**config.mk**
```make
export PLATFORM = sky130hd
export DESIGN_NAME = divisor_sequencial_8x4
export DESIGN_NICKNAME = d
export VERILOG_FILES = /design/src/rtl/divisor_sequencial_8x4.sv
export SDC_FILE = /design/constraint.sdc
export NUM_CORES = 1
export LEC_CHECK = 0
export BUFFER_PORTS_ARGS = -buffer_cell sky130_fd_sc_hd__buf_2
export CAP_MARGIN = 15
export CORE_UTILIZATION = 50
export DETAILED_ROUTE_END_ITERATION = 10
export PLACE_DENSITY = 0.71
export SYNTH_ARGS = -nofsm -noshare
export SYNTH_HDL_FRONTEND = slang
export SYNTH_HIERARCHICAL = 1
export SYNTH_SLANG_ARGS = --single-unit
```
**constraint.sdc**
```tcl
create_clock -name clk -period 2.5 [get_ports clk]
set_clock_uncertainty 0.05 [all_clocks]
set_input_delay 0.25 -clock clk [delete_from_list [all_inputs] [get_ports clk]]
set_output_delay 0.25 -clock clk [all_outputs]
set_load 0.01 [all_outputs]
```
**src/rtl/divisor_sequencial_8x4.sv**
```systemverilog
// Sequential restoring divider: LARG_DIVIDENDO-bit dividend / 4-bit divisor, one
// trial subtraction per clock on a shared 5x4 subtractor, start/done handshake.

module subtrator_5x4bits (
  input  logic [4:0] a,
  input  logic [3:0] b,
  input  logic       modo_sub,
  input  logic       cin_inicial,
  output logic [4:0] s,
  output logic       cout
);
  logic [4:0] b_ext;
  logic [5:0] soma;

  assign b_ext = modo_sub ? ~{1'b0, b} : {1'b0, b};
  assign soma  = {1'b0, a} + {1'b0, b_ext} + {5'd0, cin_inicial};
  assign s     = soma[4:0];
  assign cout  = soma[5];
endmodule

module divisor_sequencial_8x4 #(
  parameter int LARG_DIVIDENDO = 8
) (
  input  logic                      clk,
  input  logic                      rst,
  input  logic                      start,
  input  logic [LARG_DIVIDENDO-1:0] dividendo,
  input  logic [3:0]                divisor,
  output logic                      busy,
  output logic                      done,
  output logic [LARG_DIVIDENDO-1:0] quociente,
  output logic [3:0]                resto,
  output logic                      erro_div0
);
  localparam int W  = LARG_DIVIDENDO;
  localparam int CW = $clog2(W);

  typedef enum logic [1:0] {OCIOSO, CALCULA, FIM} estado_t;

  estado_t         estado, estado_nxt;
  logic [W-1:0]    q_reg, q_nxt;
  logic [3:0]      r_reg, r_nxt, d_reg;
  logic [CW-1:0]   cnt;
  logic [4:0]      p, s;
  logic            cout, ge;

  // Shifted partial remainder against the captured divisor.
  assign p = {r_reg, q_reg[W-1]};

  subtrator_5x4bits u_sub (
    .a           (p),
    .b           (d_reg),
    .modo_sub    (1'b1),
    .cin_inicial (1'b1),
    .s           (s),
    .cout        (cout)
  );

  // s[4] is always 0 when cout=1 (P < 2*D), so folding it in changes nothing.
  assign ge    = cout & ~s[4];
  assign r_nxt = ge ? s[3:0] : p[3:0];
  assign q_nxt = {q_reg[W-2:0], ge};

  always_ff @(posedge clk) begin
    if (rst) estado <= OCIOSO;
    else     estado <= estado_nxt;
  end

  always_comb begin
    estado_nxt = estado;
    case (estado)
      OCIOSO:  if (start) estado_nxt = (divisor == 4'd0) ? FIM : CALCULA;
      CALCULA: if (cnt == '0) estado_nxt = FIM;
      FIM:     estado_nxt = OCIOSO;
      default: estado_nxt = OCIOSO;
    endcase
  end

  always_comb begin
    busy = (estado == CALCULA);
    done = (estado == FIM);
  end

  always_ff @(posedge clk) begin
    if (rst) begin
      q_reg     <= '0;
      r_reg     <= '0;
      d_reg     <= '0;
      cnt       <= '0;
      quociente <= '0;
      resto     <= '0;
      erro_div0 <= 1'b0;
    end else begin
      case (estado)
        OCIOSO: if (start) begin
          q_reg     <= dividendo;
          d_reg     <= divisor;
          r_reg     <= '0;
          cnt       <= CW'(W - 1);
          quociente <= (divisor == 4'd0) ? '1 : '0;
          resto     <= '0;
          erro_div0 <= (divisor == 4'd0);
        end
        CALCULA: begin
          q_reg <= q_nxt;
          r_reg <= r_nxt;
          cnt   <= cnt - 1'b1;
          if (cnt == '0) begin
            quociente <= q_nxt;
            resto     <= r_nxt;
          end
        end
        default: ;
      endcase
    end
  end
endmodule

```
==> results of run 1 <==
-- cell usage in the layout (no fill, tap or decap), types with 2 or more instances in the layout --
| cell | netlist | final |
|---|---|---|
| a211oi_1 | 4 | 4 |
| a21oi_1 | 28 | 26 |
| a21oi_2 | 0 | 2 |
| buf_2 | 2 | 29 |
| buf_4 | 5 | 4 |
| clkbuf_1 | 5 | 2 |
| clkbuf_4 | 0 | 5 |
| conb_1 | 1 | 6 |
| dfxtp_1 | 34 | 33 |
| fa_2 | 0 | 2 |
| ha_1 | 6 | 6 |
| inv_1 | 9 | 8 |
| inv_2 | 1 | 2 |
| mux2_4 | 0 | 4 |
| mux2i_1 | 6 | 6 |
| nand2_1 | 15 | 15 |
| nand2b_4 | 1 | 2 |
| nand3_1 | 4 | 3 |
| nor2_1 | 38 | 38 |
| nor2b_1 | 6 | 6 |
| nor3_1 | 5 | 5 |
| nor3_2 | 8 | 8 |
| xnor2_1 | 3 | 3 |
| xor2_1 | 5 | 4 |
-- cell families after synthesis --
logic type / Yosys count / share of synthesized area
DFF: 34 / 0.381
muxes: 10 / 0.0588
AOI/OAI and AO/OA: 39 / 0.137
xor gates and xnor gates: 8 / 0.0392
other: 1 / 0.00210
buffers and inverters: 23 / 0.0644
and+or+nand+nor: 85 / 0.253
adders and majority gates: 8 / 0.0644
-- power by group --
| part | switching [mW] | total (mW) | internal (mW) | leakage [nW] |
|---|---|---|---|---|
| Sequential | 0.0447 | 0.650 | 0.605 | 0.280 |
| Combinational | 0.255 | 0.441 | 0.186 | 0.603 |
| Clock | 0.172 | 0.278 | 0.106 | 0.0254 |
| Total | 0.472 | 1.37 | 0.897 | 0.908 |
-- critical path, cell delays in order (launching register included) --
cell      delay, ns
dfxtp_2        0.35
xor2_2         0.13
fa_2           0.23
inv_2          0.04
fa_2           0.36
nand2b_4       0.15
a21oi_2        0.13
xor2_1         0.15
nor2b_1        0.06
buf_4          0.16
mux2_4         0.30
nand3_1        0.10
a21oi_2        0.06
-- layer usage --
layer / wire length [um] / track usage / share of wire
met4: 24 / 0.0571 / 0.0066
met1: 1860 / 0.300 / 0.51
met5: 0 / 0 / 0
met2: 1610 / 0.290 / 0.44
met3: 155 / 0.0828 / 0.043
-- cells in the mapped netlist (3+ instances only) --
cell	n
a211oi_1	4
a21oi_1	28
buf_4	5
clkbuf_1	5
dfxtp_1	34
ha_1	6
inv_1	9
mux2_2	4
mux2i_1	6
nand2_1	15
nand3_1	4
nor2_1	38
nor2b_1	6
nor3_1	5
nor3_2	8
xnor2_1	3
xor2_1	5
-- layout make-up --
class | instances | area [sq um] | share of cell area
flip-flops and latches | 34 | 682 | 0.332
inverters | 10 | 37.5 | 0.0183
repair buffers | 33 | 175 | 0.0852
clock buffers | 7 | 45.0 | 0.0219
multi-input cells | 156 | 1060 | 0.515
well taps | 46 | 57.6 | 0.0280
-- worst max-delay path by stage --
stage | start | to | cells after the start
after floorplan | d_reg[0]$_SDFFE_PP0P_ | resto[0]$_SDFFE_PP0P_ | 12
after global placement | d_reg[0]$_SDFFE_PP0P_ | resto[2]$_SDFFE_PP0P_ | 12
after detailed placement | d_reg[0]$_SDFFE_PP0P_ | resto[2]$_SDFFE_PP0P_ | 12
after CTS | d_reg[0]$_SDFFE_PP0P_ | resto[3]$_SDFFE_PP0P_ | 12
after global routing | d_reg[0]$_SDFFE_PP0P_ | resto[0]$_SDFFE_PP0P_ | 12
final | d_reg[0]$_SDFFE_PP0P_ | resto[2]$_SDFFE_PP0P_ | 12
-- repair_timing --
action                                  in CTS  in global routing
endpoints found under the setup margin       4                  8
pin swaps                                    2                  4
buffers inserted                             0                  1
gates resized for setup                      5                  8
gates cloned                                 0                  0
hold buffers                                 0                  0
==> key figures, run 1 <==
Detailed routing
  – DRT iter0 DRCs: 66
  – Vias: 1441
  – # DRC: 0
  – Drt first pass iters: 6
  – Avg WL per Cell: 12.8 um
  – Final WL: 3650 um
  – Vias/cell: 5.04
  – Final ANT Viol Nets: 0

Die
  – Initial core utilization: 0.528
  – Core box area: 3390 sq um
  – # rows: 21
  – # IOs: 30
  – Die Height: 61.8 um
  – Die W: 61.8 um
  – Die area: 3820 sq um

Finish
  – Antenna cells: 0
  – Layout Utilization: 0.606
  – Area Overhead vs Synth: 15.0%
  – Non-filler cells in the finished layout: 286
  – Final instance area: 2060 sq um
  – Share of cells above drive strength 1: 0.283
  – Fill cells: 302
  – Nets: 263

STA
  – Post-route setup TNS: 0 ns
  – Final setup viols: 0
  – Hold Fails Final Rpt: 0
  – Part of the cycle the worst path needs: 0.971
  – Final worst setup slack: 0.0720 ns
  – Tightest Pin Transition: 0.758 ns
  – Max-slew violations: 0
  – Final critical-path required period: 2.43 ns
  – Fmax: 412 MHz
  – Max-slew headroom: 0.494
  – Final Hold Slack: 0.135 ns

Logic synthesis
  – Post-Syn Area per Cell: 8.60 sq um
  – Post-synthesis cell type count: 38
  – Register area share after synthesis: 0.381
  – Area contributors post-synth: dfxtp_1 (38%), nor2_1 (8.0%), a21oi_1 (7.8%), nor3_2 (4.5%), ha_1 (4.2%)
  – Synth top area share: 0.381
  – Yosys warns: 6
  – Leading area contributor after synthesis: dfxtp_1
  – Synthesized flop and latch total: 34
  – Cell count after synthesis: 208
  – Asr flop ratio synth: 0
  – Number of synthesized flops with an enable pin: 0
  – Top FF cell, synth: dfxtp_1
  – Post-Synthesis Cell Area: 1790 sq um

Critical path
  – Setup crit start kind: flop
  – CP Data Required Time: 2.63 ns
  – Crit path capture type: flop
  – Worst reg2reg setup slack: 0.07 ns
  – R2R cell count: 12
  – CP max FO: 6
  – Worst r2r src: d_reg[0]$_SDFFE_PP0P_
  – Critical path type: flop to flop
  – RR Endpoint: resto[2]$_SDFFE_PP0P_
  – WP data arrival: 2.56 ns

Worst hold path
  – Worst hold-check path type: input port to flop
  – Hold Startpoint: divisor[1]
  – WHS Endpoint: d_reg[1]$_SDFFE_PP0P_
  – Worst Hold Path Cells: 3

Placed design
  – Worst slack, placed: 0.0140 ns
  – Placer's final routability congestion estimate: 0.764
  – Input/output buffers: 29
  – # placed instances: 278
  – Detail Placement HPWL: 2430 um
  – Area after DPL: 1950 sq um

CTS
  – CTS Sinks: 34
  – Reg clk slew, reported paths: 0.10 ns
  – CTS tree: yes
  – Clk_lat worst skew: 0.33 ns
  – H-tree depth: 2
  – Clk buf depth: 2
  – Num CTS Buffers: 5
  – CTS root buffer: clkbuf_4

Power
  – Pwr Density: 666 nW/um^2
  – Peak VDD IR: 436 uV
  – Tot Pwr: 1.37 mW
  – Static leakage: 0.908 nW

Global route
  – Total GRT Usage: 0.209
  – Number of global-route vias before repair: 1165
  – Largest net degree at the start of global routing: 35
  – Total gr overflow: 0
  – Global-route wire length before repair: 5570 um
  – Initial antenna violation count: 0

Run status
  – Run status: finished clean

Flow run
  – Max-cap viol count: 0
Power figures use the tool's default switching activity.
==> run 2: changes to the inputs <==
--- a/config.mk
+++ b/config.mk
@@ -7,9 +7,9 @@
 export LEC_CHECK = 0
 export BUFFER_PORTS_ARGS = -buffer_cell sky130_fd_sc_hd__buf_2
 export CAP_MARGIN = 15
-export CORE_UTILIZATION = 50
+export CORE_UTILIZATION = 51
 export DETAILED_ROUTE_END_ITERATION = 10
-export PLACE_DENSITY = 0.71
+export PLACE_DENSITY = 0.69
 export SYNTH_ARGS = -nofsm -noshare
 export SYNTH_HDL_FRONTEND = slang
 export SYNTH_HIERARCHICAL = 1
==> constraint.sdc (replaced) <==
create_clock -name clk -period 2.9 [get_ports clk]
set_clock_uncertainty 0.05 [all_clocks]
set_input_delay 0.29 -clock clk [delete_from_list [all_inputs] [get_ports clk]]
set_output_delay 0.29 -clock clk [all_outputs]
set_load 0.01 [all_outputs]
==> run 2 against run 1 <==
Against the previous run:
- worst hold slack gained 0.011 ns
- sequential power shrank 13%
- clock-buffer cell count stayed put
- clock power is essentially flat
- global-route usage up 1.1 points
- setup slack gained 0.10 ns
- critical path type unchanged
- critical endpoint unchanged
- largest power group unchanged
==> key figures, run 2 (same netlist as run 1, synthesis figures left out) <==
Run status
  – Run status: finished clean (unchanged)

STA
  – Final worst setup slack: 0.174 ns (was 0.0720 ns)
  – Post-route setup TNS: 0 ns (unchanged)
  – Hold Fails Final Rpt: 0 (unchanged)
  – Final critical-path required period: 2.73 ns (was 2.43 ns)
  – Final Hold Slack: 0.146 ns (was 0.135 ns)
  – Max-slew headroom: 0.458 (was 0.494)
  – RSZ-0062 raised after global routing: no
  – Fmax: 367 MHz (was 412 MHz)
  – Final setup viols: 0 (unchanged)
  – Tightest Pin Transition: 0.812 ns (was 0.758 ns)
  – Max-slew violations: 0 (unchanged)
  – Part of the cycle the worst path needs: 0.940 (was 0.971)

Finish
  – Most frequent cells in the layout: nor2_1 (38), dfxtp_1 (34), buf_2 (29), a21oi_1 (28), nand2_1 (15) (was nor2_1 (38), dfxtp_1 (33), buf_2 (29), a21oi_1 (26), nand2_1 (15))
  – Layout Utilization: 0.599 (was 0.606)
  – Commonest non-fill, non-tap cell in the layout: nor2_1 (unchanged)
  – Nets: 260 (was 263)
  – Antenna cells: 0 (unchanged)
  – Area Overhead vs Synth: 11.8% (was 15.0%)
  – Share of cells above drive strength 1: 0.244 (was 0.283)
  – Final instance area: 2000 sq um (was 2060 sq um)
  – Fill cells: 308 (was 302)

Detailed routing
  – Metal2 WL: 1540 um (was 1610 um)
  – # DRC: 0 (unchanged)
  – WL met1: 1800 um (was 1860 um)
  – DRT iter0 DRCs: 91 (was 66)
  – Final ANT Viol Nets: 0 (unchanged)
  – Final WL: 3610 um (was 3650 um)
  – Drt first pass iters: 4 (was 6)
  – Avg WL per Cell: 12.7 um (was 12.8 um)
  – Vias: 1430 (was 1441)
  – Met3 wire len: 191 um (was 155 um)
  – Top sig layer: met4 (unchanged)
  – Vias/cell: 5.04 (about the same)

Placed design
  – Detail Placement HPWL: 2460 um (was 2430 um)
  – Input/output buffers: 29 (unchanged)
  – Area after DPL: 1940 sq um (was 1950 sq um)
  – Placer's final routability congestion estimate: 0.810 (was 0.764)
  – Worst slack, placed: 0.210 ns (was 0.0140 ns)

Die
  – Core box area: 3340 sq um (was 3390 sq um)
  – Die Height: 61.2 um (was 61.8 um)
  – Die area: 3750 sq um (was 3820 sq um)
  – # rows: 21 (unchanged)
  – # IOs: 30 (unchanged)
  – Die W: 61.2 um (was 61.8 um)
  – Initial core utilization: 0.536 (was 0.528)

Global route
  – Global-route wire length before repair: 5880 um (was 5570 um)
  – Initial antenna violation count: 0 (unchanged)
  – Number of global-route vias before repair: 1248 (was 1165)
  – Total gr overflow: 0 (unchanged)
  – Total GRT Usage: 0.220 (was 0.209)
  – Largest net degree at the start of global routing: 35 (unchanged)

Critical path
  – CP Data Required Time: 3.05 ns (was 2.63 ns)
  – R2R cell count: 11 (was 12)
  – Critical path type: flop to flop (unchanged)
  – RR Endpoint: resto[2]$_SDFFE_PP0P_ (unchanged)
  – Crit path capture type: flop (unchanged)
  – WP data arrival: 2.87 ns (was 2.56 ns)
  – CP max FO: 6 (unchanged)
  – Setup crit start kind: flop (unchanged)
  – Worst reg2reg setup slack: 0.17 ns (was 0.07 ns)
  – Worst r2r src: d_reg[0]$_SDFFE_PP0P_ (unchanged)

CTS
  – Setup Fix Bufs, Post-CTS: 0 (unchanged)
  – Reg clk slew, reported paths: 0.11 ns (was 0.10 ns)
  – Num CTS Buffers: 5 (unchanged)
  – Clk_lat worst skew: 0.35 ns (was 0.33 ns)
  – Clk buf depth: 2 (unchanged)
  – CTS tree: yes (unchanged)
  – # hold bufs at CTS: 0 (unchanged)
  – H-tree depth: 2 (unchanged)
  – CTS resizes: 0 (was 5)
  – CTS root buffer: clkbuf_4 (unchanged)
  – CTS Sinks: 34 (unchanged)

Worst hold path
  – Hold Startpoint: divisor[1] (unchanged)
  – Worst Hold Path Cells: 3 (unchanged)
  – WHS Endpoint: d_reg[1]$_SDFFE_PP0P_ (unchanged)
  – Worst hold-check path type: input port to flop (unchanged)

Power
  – Pwr Density: 598 nW/um^2 (was 666 nW/um^2)
  – Static leakage: 0.890 nW (was 0.908 nW)
  – Peak VDD IR: 257 uV (was 436 uV)

Flow run
  – Max-cap viol count: 0 (unchanged)
## run 2: through the flow
stage               total power [mW]  cells
finish                          1.20    284
global route                    1.29    284
CTS                             1.20    284
detailed placement             0.929    276
global placement               0.923    276
floorplan                      0.855    213
## run 2: critical path, stage by stage (launching register included)
cell	delay, ns
dfxtp_1	0.33
xor2_1	0.16
fa_1	0.21
inv_1	0.05
fa_1	0.39
nand2b_1	0.16
a21oi_1	0.15
xor2_1	0.09
nor2b_1	0.42
mux2_2	0.41
nand3_1	0.08
a21oi_1	0.07
## run 2: layout make-up
type,instances,area [sq um],area share
multi-input combinational,156,1010,0.506
sequential,34,681,0.340
timing repair buffer,30,153,0.0763
tap,46,57.6,0.0288
clock buffer,7,55.1,0.0275
inverter,10,37.5,0.0188
clock inverter,1,5.00,0.00250
## run 2: how the worst max path moves through the flow
| stage | cells after the start | endpoint | from |
|---|---|---|---|
| 2_1_floorplan | 12 | resto[0]$_SDFFE_PP0P_ | d_reg[0]$_SDFFE_PP0P_ |
| 3_3_place_gp | 11 | resto[2]$_SDFFE_PP0P_ | d_reg[0]$_SDFFE_PP0P_ |
| 3_5_place_dp | 11 | resto[2]$_SDFFE_PP0P_ | d_reg[0]$_SDFFE_PP0P_ |
| 4_1_cts | 11 | resto[2]$_SDFFE_PP0P_ | d_reg[0]$_SDFFE_PP0P_ |
| 5_1_grt | 11 | resto[2]$_SDFFE_PP0P_ | d_reg[0]$_SDFFE_PP0P_ |
| 6_report | 11 | resto[2]$_SDFFE_PP0P_ | d_reg[0]$_SDFFE_PP0P_ |
## run 2: where the power goes
part           internal, mW  total [mW]  leakage, nW  switching, mW
registers             0.522       0.568        0.280         0.0469
logic                 0.146       0.350        0.575          0.204
clock network         0.117       0.277       0.0353          0.160
## run 2: metal layers
metal | vias up | global-route usage
met5 | - | 0
met1 | 642 | 0.308
li1 | 745 | -
met3 | 7 | 0.0630
met2 | 36 | 0.315
met4 | 0 | 0.0974
==> run 3: changes to the inputs <==
--- a/config.mk
+++ b/config.mk
@@ -7,9 +7,9 @@
 export LEC_CHECK = 0
 export BUFFER_PORTS_ARGS = -buffer_cell sky130_fd_sc_hd__buf_2
 export CAP_MARGIN = 15
-export CORE_UTILIZATION = 51
+export CORE_UTILIZATION = 40
 export DETAILED_ROUTE_END_ITERATION = 10
-export PLACE_DENSITY = 0.69
+export PLACE_DENSITY = 0.56
 export SYNTH_ARGS = -nofsm -noshare
 export SYNTH_HDL_FRONTEND = slang
 export SYNTH_HIERARCHICAL = 1
==> run 3 against run 2 <==
Against the previous run:
- register-to-register slack improved by 0.23 ns
- flip-flop and latch count stayed put
- critical path type unchanged
- worst hold slack improved by 0.071 ns
- highest routed layer unchanged
- via count decreased by 0.84%
- setup slack better by 0.23 ns
- largest cell class unchanged
- sequential share of layout area decreased by 0.48 points
- clock power grew 18%
- wire length grew 5.1%
- die area is 27% higher
==> key figures, run 3 (same netlist as run 1, synthesis figures left out) <==
Global route
  – Total GRT Usage: 0.185 (was 0.220)
  – Met1 usage: 0.253 (was 0.308)
  – Grt peak-use layer: met2 (unchanged)
  – Global-route wire length before repair: 6270 um (was 5880 um)
  – M2 GR Usage: 0.271 (was 0.315)
  – Initial antenna violation count: 0 (unchanged)
  – Number of global-route vias before repair: 1298 (was 1248)
  – Met3 usage: 0.0510 (was 0.0630)
  – Largest net degree at the start of global routing: 35 (unchanged)
  – Total gr overflow: 0 (unchanged)

STA
  – Part of the cycle the worst path needs: 0.862 (was 0.940)
  – Final worst setup slack: 0.400 ns (was 0.174 ns)
  – Final setup viols: 0 (unchanged)
  – Fmax: 400 MHz (was 367 MHz)
  – Max-slew headroom: 0.487 (was 0.458)
  – Final critical-path required period: 2.50 ns (was 2.73 ns)
  – Tightest Pin Transition: 0.768 ns (was 0.812 ns)
  – RSZ-0062 raised after global routing: no (unchanged)
  – Max-slew violations: 0 (unchanged)
  – Post-route setup TNS: 0 ns (unchanged)
  – Hold Fails Final Rpt: 0 (unchanged)

CTS
  – H-tree depth: 2 (unchanged)
  – # hold bufs at CTS: 0 (unchanged)
  – CTS Sinks: 34 (unchanged)
  – Setup Fix Bufs, Post-CTS: 0 (unchanged)
  – Clk_lat worst skew: 0.28 ns (was 0.35 ns)
  – CTS tree: yes (unchanged)
  – Num CTS Buffers: 5 (unchanged)
  – Clk buf depth: 2 (unchanged)
  – CTS root buffer: clkbuf_8 (was clkbuf_4)
  – CTS resizes: 0 (unchanged)
  – Reg clk slew, reported paths: 0.06 ns (was 0.11 ns)

Detailed routing
  – Vias: 1418 (was 1430)
  – Drt first pass iters: 4 (unchanged)
  – Final WL: 3790 um (was 3610 um)
  – Vias/cell: 4.92 (was 5.04)
  – DRT iter0 DRCs: 82 (was 91)
  – # DRC: 0 (unchanged)
  – Avg WL per Cell: 13.2 um (was 12.7 um)
  – Final ANT Viol Nets: 0 (unchanged)

Finish
  – Nets: 261 (was 260)
  – Fill cells: 444 (was 308)
  – Commonest non-fill, non-tap cell in the layout: nor2_1 (unchanged)
  – Most frequent cells in the layout: nor2_1 (38), dfxtp_1 (34), buf_2 (29), a21oi_1 (28), nand2_1 (15) (unchanged)
  – Layout Utilization: 0.489 (was 0.599)
  – Area Overhead vs Synth: 13.4% (was 11.8%)
  – Antenna cells: 0 (unchanged)
  – Share of cells above drive strength 1: 0.239 (was 0.244)
  – Non-filler cells in the finished layout: 288 (was 284)

Critical path
  – CP max FO: 6 (unchanged)
  – Critical path type: flop to flop (unchanged)
  – Setup crit start kind: flop (unchanged)
  – WP data arrival: 2.59 ns (was 2.87 ns)
  – Crit path capture type: flop (unchanged)
  – CP Data Required Time: 2.99 ns (was 3.05 ns)
  – Worst reg2reg setup slack: 0.40 ns (was 0.17 ns)

Die
  – Initial core utilization: 0.431 (was 0.536)
  – # rows: 23 (was 21)
  – Die area: 4740 sq um (was 3750 sq um)
  – Die Height: 68.9 um (was 61.2 um)
  – Die W: 68.9 um (was 61.2 um)
  – # IOs: 30 (unchanged)
  – Core box area: 4140 sq um (was 3340 sq um)

Run status
  – Run status: finished clean (unchanged)

Flow run
  – Max-cap viol count: 0 (unchanged)

Placed design
  – # placed instances: 281 (was 276)
  – Input/output buffers: 29 (unchanged)
  – Placer's final routability congestion estimate: 0.720 (was 0.810)
  – Worst slack, placed: 0.413 ns (was 0.210 ns)
  – Detail Placement HPWL: 2590 um (was 2460 um)

Worst hold path
  – Worst hold-check path type: input port to flop (unchanged)

Power
  – Static leakage: 0.899 nW (was 0.890 nW)
  – Pwr Density: 616 nW/um^2 (was 598 nW/um^2)
  – Peak VDD IR: 282 uV (was 257 uV)
==> run 3: cell types whose count changed in the layout (fill, tap and decap cells not counted), sizes merged <==
cell and change:
clkinv -1, buf +1
==> run 3: path summary, 6_finish.rpt <==
kind,from,end,cells after the start
worst max-delay path,d_reg[0]$_SDFFE_PP0P_,resto[2]$_SDFFE_PP0P_,12
worst min-delay path,divisor[1],d_reg[1]$_SDFFE_PP0P_,3
worst max register to register,d_reg[0]$_SDFFE_PP0P_,resto[2]$_SDFFE_PP0P_,12
worst min register to register,resto[2]$_SDFFE_PP0P_,resto[2]$_SDFFE_PP0P_,2
==> run 3: report_power, final <==
part	internal, mW	total [mW]	switching [mW]
clock network	0.165	0.327	0.162
registers	0.522	0.570	0.0475
logic	0.146	0.352	0.206
==> run 3: area by class of cell <==
| type | count | area (sq um) | share of cell area |
|---|---|---|---|
| flip-flops and latches | 34 | 681 | 0.336 |
| well taps | 50 | 62.6 | 0.0308 |
| clock buffers | 7 | 76.3 | 0.0376 |
| repair buffers | 31 | 160 | 0.0790 |
| multi-input cells | 156 | 1010 | 0.498 |
| inverters | 10 | 37.5 | 0.0185 |
==> run 3: routing by layer <==
layer / wire length, um / vias up
met5: 0 / -
met3: 156 / 5
met1: 1980 / 640
li1: - / 749
met4: 47 / 0
met2: 1610 / 24
==> run 3: through the flow <==
| step | instance area [sq um] | hold slack, ns | power [mW] |
|---|---|---|---|
| 2_1_floorplan | 1810 | 0.387 | 0.855 |
| 3_3_place_gp | 1950 | 0.397 | 0.931 |
| 3_5_place_dp | 1950 | 0.398 | 0.934 |
| 4_1_cts | 2030 | 0.208 | 1.26 |
| 5_1_grt | 2030 | 0.215 | 1.33 |
| 6_report | 2030 | 0.216 | 1.25 |
==> run 3: worst max-delay path: stages (launching register included) <==
cell	delay, ns
dfxtp_1	0.32
xor2_1	0.16
fa_1	0.21
inv_1	0.05
fa_1	0.40
nand2b_1	0.16
a21oi_1	0.15
xor2_1	0.08
nor2b_1	0.11
buf_4	0.15
mux2_2	0.35
nand3_1	0.09
a21oi_1	0.07
